==> src/rtl/wb_uart_rx.sv <==
// 8N1 UART receiver with an RX byte queue popped by Wishbone reads.
// Optional sticky frame_err/overrun flags are enabled by defining UART_RX_ERR_EN.
module wb_uart_rx #(
  parameter int BUFFER          = 32,
  parameter int PRESCALER_WIDTH = 16
) (
  input  logic                       clk,
  input  logic                       rstz,
  input  logic                       rx,
  input  logic [PRESCALER_WIDTH-1:0] prescaler,
  input  logic                       clear,
  output logic [$clog2(BUFFER):0]    size,
  output logic [7:0]                 dat_o,
  input  logic                       we_i,
  input  logic                       stb_i,
  output logic                       ack_o
`ifdef UART_RX_ERR_EN
  ,
  output logic                       frame_err,
  output logic                       overrun
`endif
);

  localparam int AW = $clog2(BUFFER);
  localparam logic [AW:0] DEPTH_C = (AW+1)'(BUFFER);

  typedef enum logic [2:0] {
    IDLE  = 3'd0,
    START = 3'd1,
    DATA  = 3'd2,
    STOP  = 3'd3,
    BREAK = 3'd4
  } state_t;

  state_t                     state_r, state_nx_s;
  logic                       rx_meta_r, rx_sync_r, rx_prev_r;
  logic [PRESCALER_WIDTH-1:0] cnt_r, presc_r;
  logic [2:0]                 bit_idx_r;
  logic [7:0]                 shift_r;
  logic                       mid_s, start_s, shift_s, push_s, ferr_s;
  logic [7:0]                 mem_r [BUFFER];
  logic [AW-1:0]              wr_ptr_r, rd_ptr_r;
  logic [AW:0]                count_r;
  logic                       full_s, empty_s, push_ok_s, pop_s, rd_s;
  logic                       ack_r;
  logic [7:0]                 dat_r;

  assign mid_s     = (cnt_r == (presc_r >> 1));
  assign full_s    = (count_r == DEPTH_C);
  assign empty_s   = (count_r == {(AW+1){1'b0}});
  assign push_ok_s = push_s & ~full_s;
  assign rd_s      = stb_i & ~we_i & ~ack_r;
  assign pop_s     = rd_s & ~empty_s;
  assign size      = count_r;
  assign dat_o     = dat_r;
  assign ack_o     = stb_i & ack_r;

  // Two-flop synchroniser plus one history flop for start-edge detection
  always_ff @(posedge clk or negedge rstz) begin
    if (!rstz) begin
      rx_meta_r <= 1'b1;
      rx_sync_r <= 1'b1;
      rx_prev_r <= 1'b1;
    end else begin
      rx_meta_r <= rx;
      rx_sync_r <= rx_meta_r;
      rx_prev_r <= rx_sync_r;
    end
  end

  // Receiver state register
  always_ff @(posedge clk or negedge rstz) begin
    if (!rstz) state_r <= IDLE;
    else       state_r <= state_nx_s;
  end

  // Receiver next-state and per-cycle strobes
  always_comb begin
    state_nx_s = state_r;
    start_s    = 1'b0;
    shift_s    = 1'b0;
    push_s     = 1'b0;
    ferr_s     = 1'b0;
    case (state_r)
      IDLE: begin
        if (!rx_sync_r && rx_prev_r) begin
          state_nx_s = START;
          start_s    = 1'b1;
        end else begin
          state_nx_s = IDLE;
        end
      end
      START: begin
        if (mid_s) begin
          if (rx_sync_r) state_nx_s = IDLE;
          else           state_nx_s = DATA;
        end else begin
          state_nx_s = START;
        end
      end
      DATA: begin
        if (mid_s) begin
          shift_s = 1'b1;
          if (bit_idx_r == 3'd7) state_nx_s = STOP;
          else                   state_nx_s = DATA;
        end else begin
          state_nx_s = DATA;
        end
      end
      STOP: begin
        // Deciding at mid-stop leaves half a bit of slack for a back-to-back start edge
        if (mid_s) begin
          if (rx_sync_r) begin
            push_s     = 1'b1;
            state_nx_s = IDLE;
          end else begin
            ferr_s     = 1'b1;
            state_nx_s = BREAK;
          end
        end else begin
          state_nx_s = STOP;
        end
      end
      BREAK: begin
        if (rx_sync_r) state_nx_s = IDLE;
        else           state_nx_s = BREAK;
      end
      default: state_nx_s = IDLE;
    endcase
  end

  // Baud counter, latched prescaler, bit index and shift register
  always_ff @(posedge clk or negedge rstz) begin
    if (!rstz) begin
      cnt_r     <= {PRESCALER_WIDTH{1'b0}};
      presc_r   <= {PRESCALER_WIDTH{1'b0}};
      bit_idx_r <= 3'd0;
      shift_r   <= 8'h00;
    end else begin
      if (start_s) begin
        cnt_r   <= {PRESCALER_WIDTH{1'b0}};
        presc_r <= prescaler;
      end else if (state_r == START || state_r == DATA || state_r == STOP) begin
        if (cnt_r == presc_r) begin
          cnt_r   <= {PRESCALER_WIDTH{1'b0}};
          presc_r <= prescaler;
        end else begin
          cnt_r <= cnt_r + PRESCALER_WIDTH'(1);
        end
      end else begin
        cnt_r <= {PRESCALER_WIDTH{1'b0}};
      end
      if (start_s) begin
        bit_idx_r <= 3'd0;
      end else if (shift_s) begin
        bit_idx_r <= bit_idx_r + 3'd1;
        shift_r   <= {rx_sync_r, shift_r[7:1]};
      end
    end
  end

  // Queue storage; data written only for accepted pushes
  always_ff @(posedge clk) begin
    if (push_ok_s && !clear) mem_r[wr_ptr_r] <= {rx_sync_r ? shift_r : shift_r};
  end

  // Queue pointers and occupancy; clear overrides push and pop
  always_ff @(posedge clk or negedge rstz) begin
    if (!rstz) begin
      wr_ptr_r <= {AW{1'b0}};
      rd_ptr_r <= {AW{1'b0}};
      count_r  <= {(AW+1){1'b0}};
    end else if (clear) begin
      wr_ptr_r <= {AW{1'b0}};
      rd_ptr_r <= {AW{1'b0}};
      count_r  <= {(AW+1){1'b0}};
    end else begin
      if (push_ok_s) wr_ptr_r <= wr_ptr_r + AW'(1);
      if (pop_s)     rd_ptr_r <= rd_ptr_r + AW'(1);
      case ({push_ok_s, pop_s})
        2'b10:   count_r <= count_r + (AW+1)'(1);
        2'b01:   count_r <= count_r - (AW+1)'(1);
        default: count_r <= count_r;
      endcase
    end
  end

  // Wishbone ack and read data; ack is dropped the cycle after it rises
  always_ff @(posedge clk or negedge rstz) begin
    if (!rstz) begin
      ack_r <= 1'b0;
      dat_r <= 8'h00;
    end else begin
      ack_r <= stb_i & ~ack_r;
      if (rd_s) dat_r <= empty_s ? 8'h00 : mem_r[rd_ptr_r];
    end
  end

`ifdef UART_RX_ERR_EN
  // Sticky error flags; clear wins over a same-cycle set
  always_ff @(posedge clk or negedge rstz) begin
    if (!rstz) begin
      frame_err <= 1'b0;
      overrun   <= 1'b0;
    end else if (clear) begin
      frame_err <= 1'b0;
      overrun   <= 1'b0;
    end else begin
      if (ferr_s)           frame_err <= 1'b1;
      if (push_s && full_s) overrun   <= 1'b1;
    end
  end
`endif

endmodule
==> config.mk <==
export PLATFORM = sky130hd
export DESIGN_NAME = wb_uart_rx
export DESIGN_NICKNAME = d
export VERILOG_FILES = /design/src/rtl/wb_uart_rx.sv
export SDC_FILE = /design/constraint.sdc
export NUM_CORES = 1
export LEC_CHECK = 0
export CORE_MARGIN = 10
export CORE_UTILIZATION = 53
export DETAILED_ROUTE_END_ITERATION = 8
export PLACE_DENSITY = 0.7
export SYNTH_ARGS = -nofsm -noshare
export SYNTH_HDL_FRONTEND = slang
export SYNTH_SLANG_ARGS = --single-unit
==> constraint.sdc <==
create_clock -name clk -period 4.39 [get_ports clk]
set_input_delay 0.439 -clock clk [delete_from_list [all_inputs] [get_ports clk]]
set_output_delay 0.439 -clock clk [all_outputs]
set_load 0.05 [all_outputs]
==> run_results.csv <==
group,metric,value,unit
final_layout,drive_above_1_share,20.1,%
synth,synth_top_flop_cell,"edfxtp_1",
critical_path,cp.arrival,3970,ps
clock_tree,cts-buffers-inserted,31,
synth,ys_types,59,
grt,grt_pass1_wl,44.5,mm
timing,finClkSkew,13.3,ps
grt,grtUsageMet1,22.2,%
floorplanning,rows,59,
synth,ys_seq_area_share,68.6,%
place,numPortBuffers,36,
place,dp_hpwl,17.9,mm
power_and_ir_drop,p_leak,5.26,nW
routing,ant_nets,0,
final_layout,final_cells,1209,
floorplanning,coreArea,0.0260,sq mm
timing,setup_violations,0,
routing,vias,7278,
timing,grt_setup_unrepaired,"no",
timing,slew-limit-headroom,13.5,%
routing,wirelength,27.9,mm
power_and_ir_drop,internal_power,5.26,mW
grt,grt_use_total,16.9,%
power_and_ir_drop,seqPwrFrac,53.3,%
power_and_ir_drop,power.density,432,mW/mm^2
place,gp_congestion,0.924,
timing,tightest_slew,1300,ps
clock_tree,cts_root_buffer,"clkbuf_16",
grt,grt.met2_usage,29.4,%
power_and_ir_drop,p_clk_share,40.5,%
clock_tree,cts_resized,0,
floorplanning,die_y,182,um
synth,ys_ff_latch,330,
floorplanning,die_area,0.0331,sq mm
flow_run,cap_viol_max_count,0,
final_layout,nets,884,
timing,finalSetupTns,0,ps
synth,synth_fp_nets,853,
synth,syn_area,0.0139,sq mm
grt,grt_max_degree,75,
routing,wire_per_inst,23.1,um
synth,synth_warnings,0,
critical_path,timing.critical_path.from,"size[0]",
clock_tree,cts_setup_buffers,0,
final_layout,final.fill_count,1865,
timing,finalHoldViolations,0,
critical_path,critPathLaunchType,"flop",
routing,firstDrtPassIters,5,
critical_path,crit_chain,"nor4_1 -> nand3b_1 -> and3_2 -> a31o_4 -> inv_2 -> ha_1 -> a211oi_1 -> o21bai_1 -> a21o_1 -> nor2_1 -> or4b_1 -> o311ai_0",
critical_path,setup.worst_path.end_class,"flop",
grt,gr-total-overflow,0,
power_and_ir_drop,p_comb_share,6.2,%
timing,drv_slew,0,
clock_tree,htreeDepth,1,
critical_path,crit_fanout,11,
grt,busiest_layer,"met2",
critical_path,crit_slowest_cell,"nor4_1",
final_layout,diodes,0,
floorplanning,fp.dieW,182,um
clock_tree,clock_latency,560,ps
clock_tree,path_clk_slew,60,ps
power_and_ir_drop,ir_worst_vdd,0.347,mV
synth,synth_edf_count,256,
routing,drtIter0Drc,733,
critical_path,critPathKind,"flop to flop",
synth,synthCells,818,
clock_tree,cts_tree,"yes",
status,status,"complete, no violations",
grt,antenna_found_initial,0,
clock_tree,cts.hold.buffers_added,0,
clock_tree,cts_num_sinks,330,
grt,met3_usage,2.17,%
critical_path,slowest_delay,520,ps
synth,syn_avg_cell_area,17.0,sq um
place,dp_cells,1151,
clock_tree,clock_path_buffers,3,
critical_path,worst_ep_required_time,4830,ps
final_layout,post-route-util,59.9,%
timing,max_freq,0.283,GHz
timing,min_period,3530,ps
power_and_ir_drop,p_switching,1.47,mW
critical_path,r2r-start,"size[0]",
timing,fin_crit_sh,80.4,%
power_and_ir_drop,swShare,21.9,%
grt,first_global_vias,7675,
floorplanning,num_io_pins,37,
synth,ys_async_sr_fraction,22.4,%
critical_path,r2r_setup_slack,860,ps
routing,drcViolationCount,0,
floorplanning,start_util,53.6,%
routing,post_drt_via_cell_ratio,6.02,
hold_path,hold_class,"input port to asynchronous set/reset pin",
final_layout,area_delta_synth_final,11.9,%
## flip-flops by register name (all words and copies together) (netlist names), 3 cells and up
register / flops
presc_r: 16
dat_o: 8
mem_r: 256
state_r: 3
rd_ptr_r: 5
size: 6
wr_ptr_r: 5
shift_r: 8
bit_idx_r: 3
cnt_r: 16
## cells in the mapped netlist (all sizes together), types with 4 or more instances
master	count	area [sq um]
a2111oi	5	43.8
nand2b	6	37.5
clkbuf	19	73.8
xnor2	30	263
and4	4	36.3
mux2	30	353
a21oi	22	110
xor2	21	191
mux2i	21	210
buf	26	166
nor3	4	20.0
nor4	5	58.8
ha	12	150
o22ai	8	50.1
nand4	11	68.8
a211oi	4	30.0
nand2	22	82.6
nand3b	8	110
nor2	63	236
and2	4	25.0
nand3	23	140
edfxtp	256	7690
o21ai	21	105
dfrtp	71	1780
mux4	64	1440
or3	5	31.3
inv	21	78.8
o211ai	5	37.5
## cell type report
cell class	count	area, sq um	share of cell area [%]
clock buffer	35	791	5.08
clock inverter	23	262	1.68
inverter	21	78.8	0.506
multi-input combinational	422	4050	26.0
sequential	330	9550	61.3
tap	335	419	2.69
timing repair buffer	43	423	2.72
## per-layer routing
layer	part of all wire, %	routed length, um
met1	41	11400
met2	52	14600
met3	5.6	1560
met4	1.2	348
met5	0	0
## stage by stage
step | setup WS [ps] | instance area (sq um) | hold slack [ps] | power (mW)
after detailed placement | 650 | 14500 | 347 | 4.08
after global placement | 735 | 14500 | 345 | 4.05
final | 861 | 15600 | 15.9 | 6.73
after floorplan | 1070 | 13900 | 143 | 3.96
after CTS | 890 | 15600 | 59.4 | 6.79
after global routing | 500 | 15600 | 101 | 6.98
## critical path, delay by kind of cell (launching register included)
kind	cells	cell delay, ps
and+or+nand+nor	5	1580
AOI/OAI and AO/OA	5	940
DFF	1	470
adders and majority gates	1	270
buffers and inverters	1	160
## power by group through the flow
stage               Clock, mW  Combinational (mW)  Sequential (mW)
finish                   2.73               0.417             3.59
floorplan                   0               0.377             3.58
CTS                      2.77               0.423             3.59
global route             2.91               0.465             3.60
detailed placement          0               0.420             3.66
global placement            0               0.408             3.65
## final timing paths
path                          endpoint  cells past startpoint
max in group asynchronous  rd_ptr_r[0]                      1
hold / removal             rd_ptr_r[0]                      1
min in group clk             rx_meta_r                      1
setup reg to reg               size[5]                     12
setup / recovery               size[5]                     12
hold reg to reg              rx_sync_r                      0
## placed cells by master (no fill, tap or decap), drive strengths merged, types with 2 or more instances in the layout
cell,instances
and4,4
nor3,4
clkbuf,35
dfstp,3
dfrtp,71
a21oi,22
o211ai,5
clkinv,14
or3,5
o21ai,21
a31o,2
nor4,5
o22ai,8
nand4,11
nor2,63
inv,22
ha,12
a21o,3
a221o,3
clkinvlp,3
buf,8
nor3b,3
a2111oi,5
nand2,22
mux2i,21
clkdlybuf4s50,35
mux2,30
edfxtp,256
nand2b,6
xor2,21
nor2b,3
nand3,23
a211oi,4
xnor2,30
mux4,64
bufinv,5
and3,3
and2,4
nand3b,8
## cells by family (layout without fill, tap and decap cells)
group / count (synthesis) / count (layout) / share of synthesized area, %
multiplexers: 115 / 115 / 14.4
buffers and inverters: 66 / 122 / 2.29
AO/OA/AOI/OAI: 75 / 75 / 3.39
flip-flops: 330 / 330 / 68.6
AND/OR/NAND/NOR: 168 / 168 / 6.85
XOR/XNOR: 51 / 51 / 3.26
adder cells (fa/ha/maj): 13 / 13 / 1.22
No activity file was read; power rests on OpenSTA's default activity.
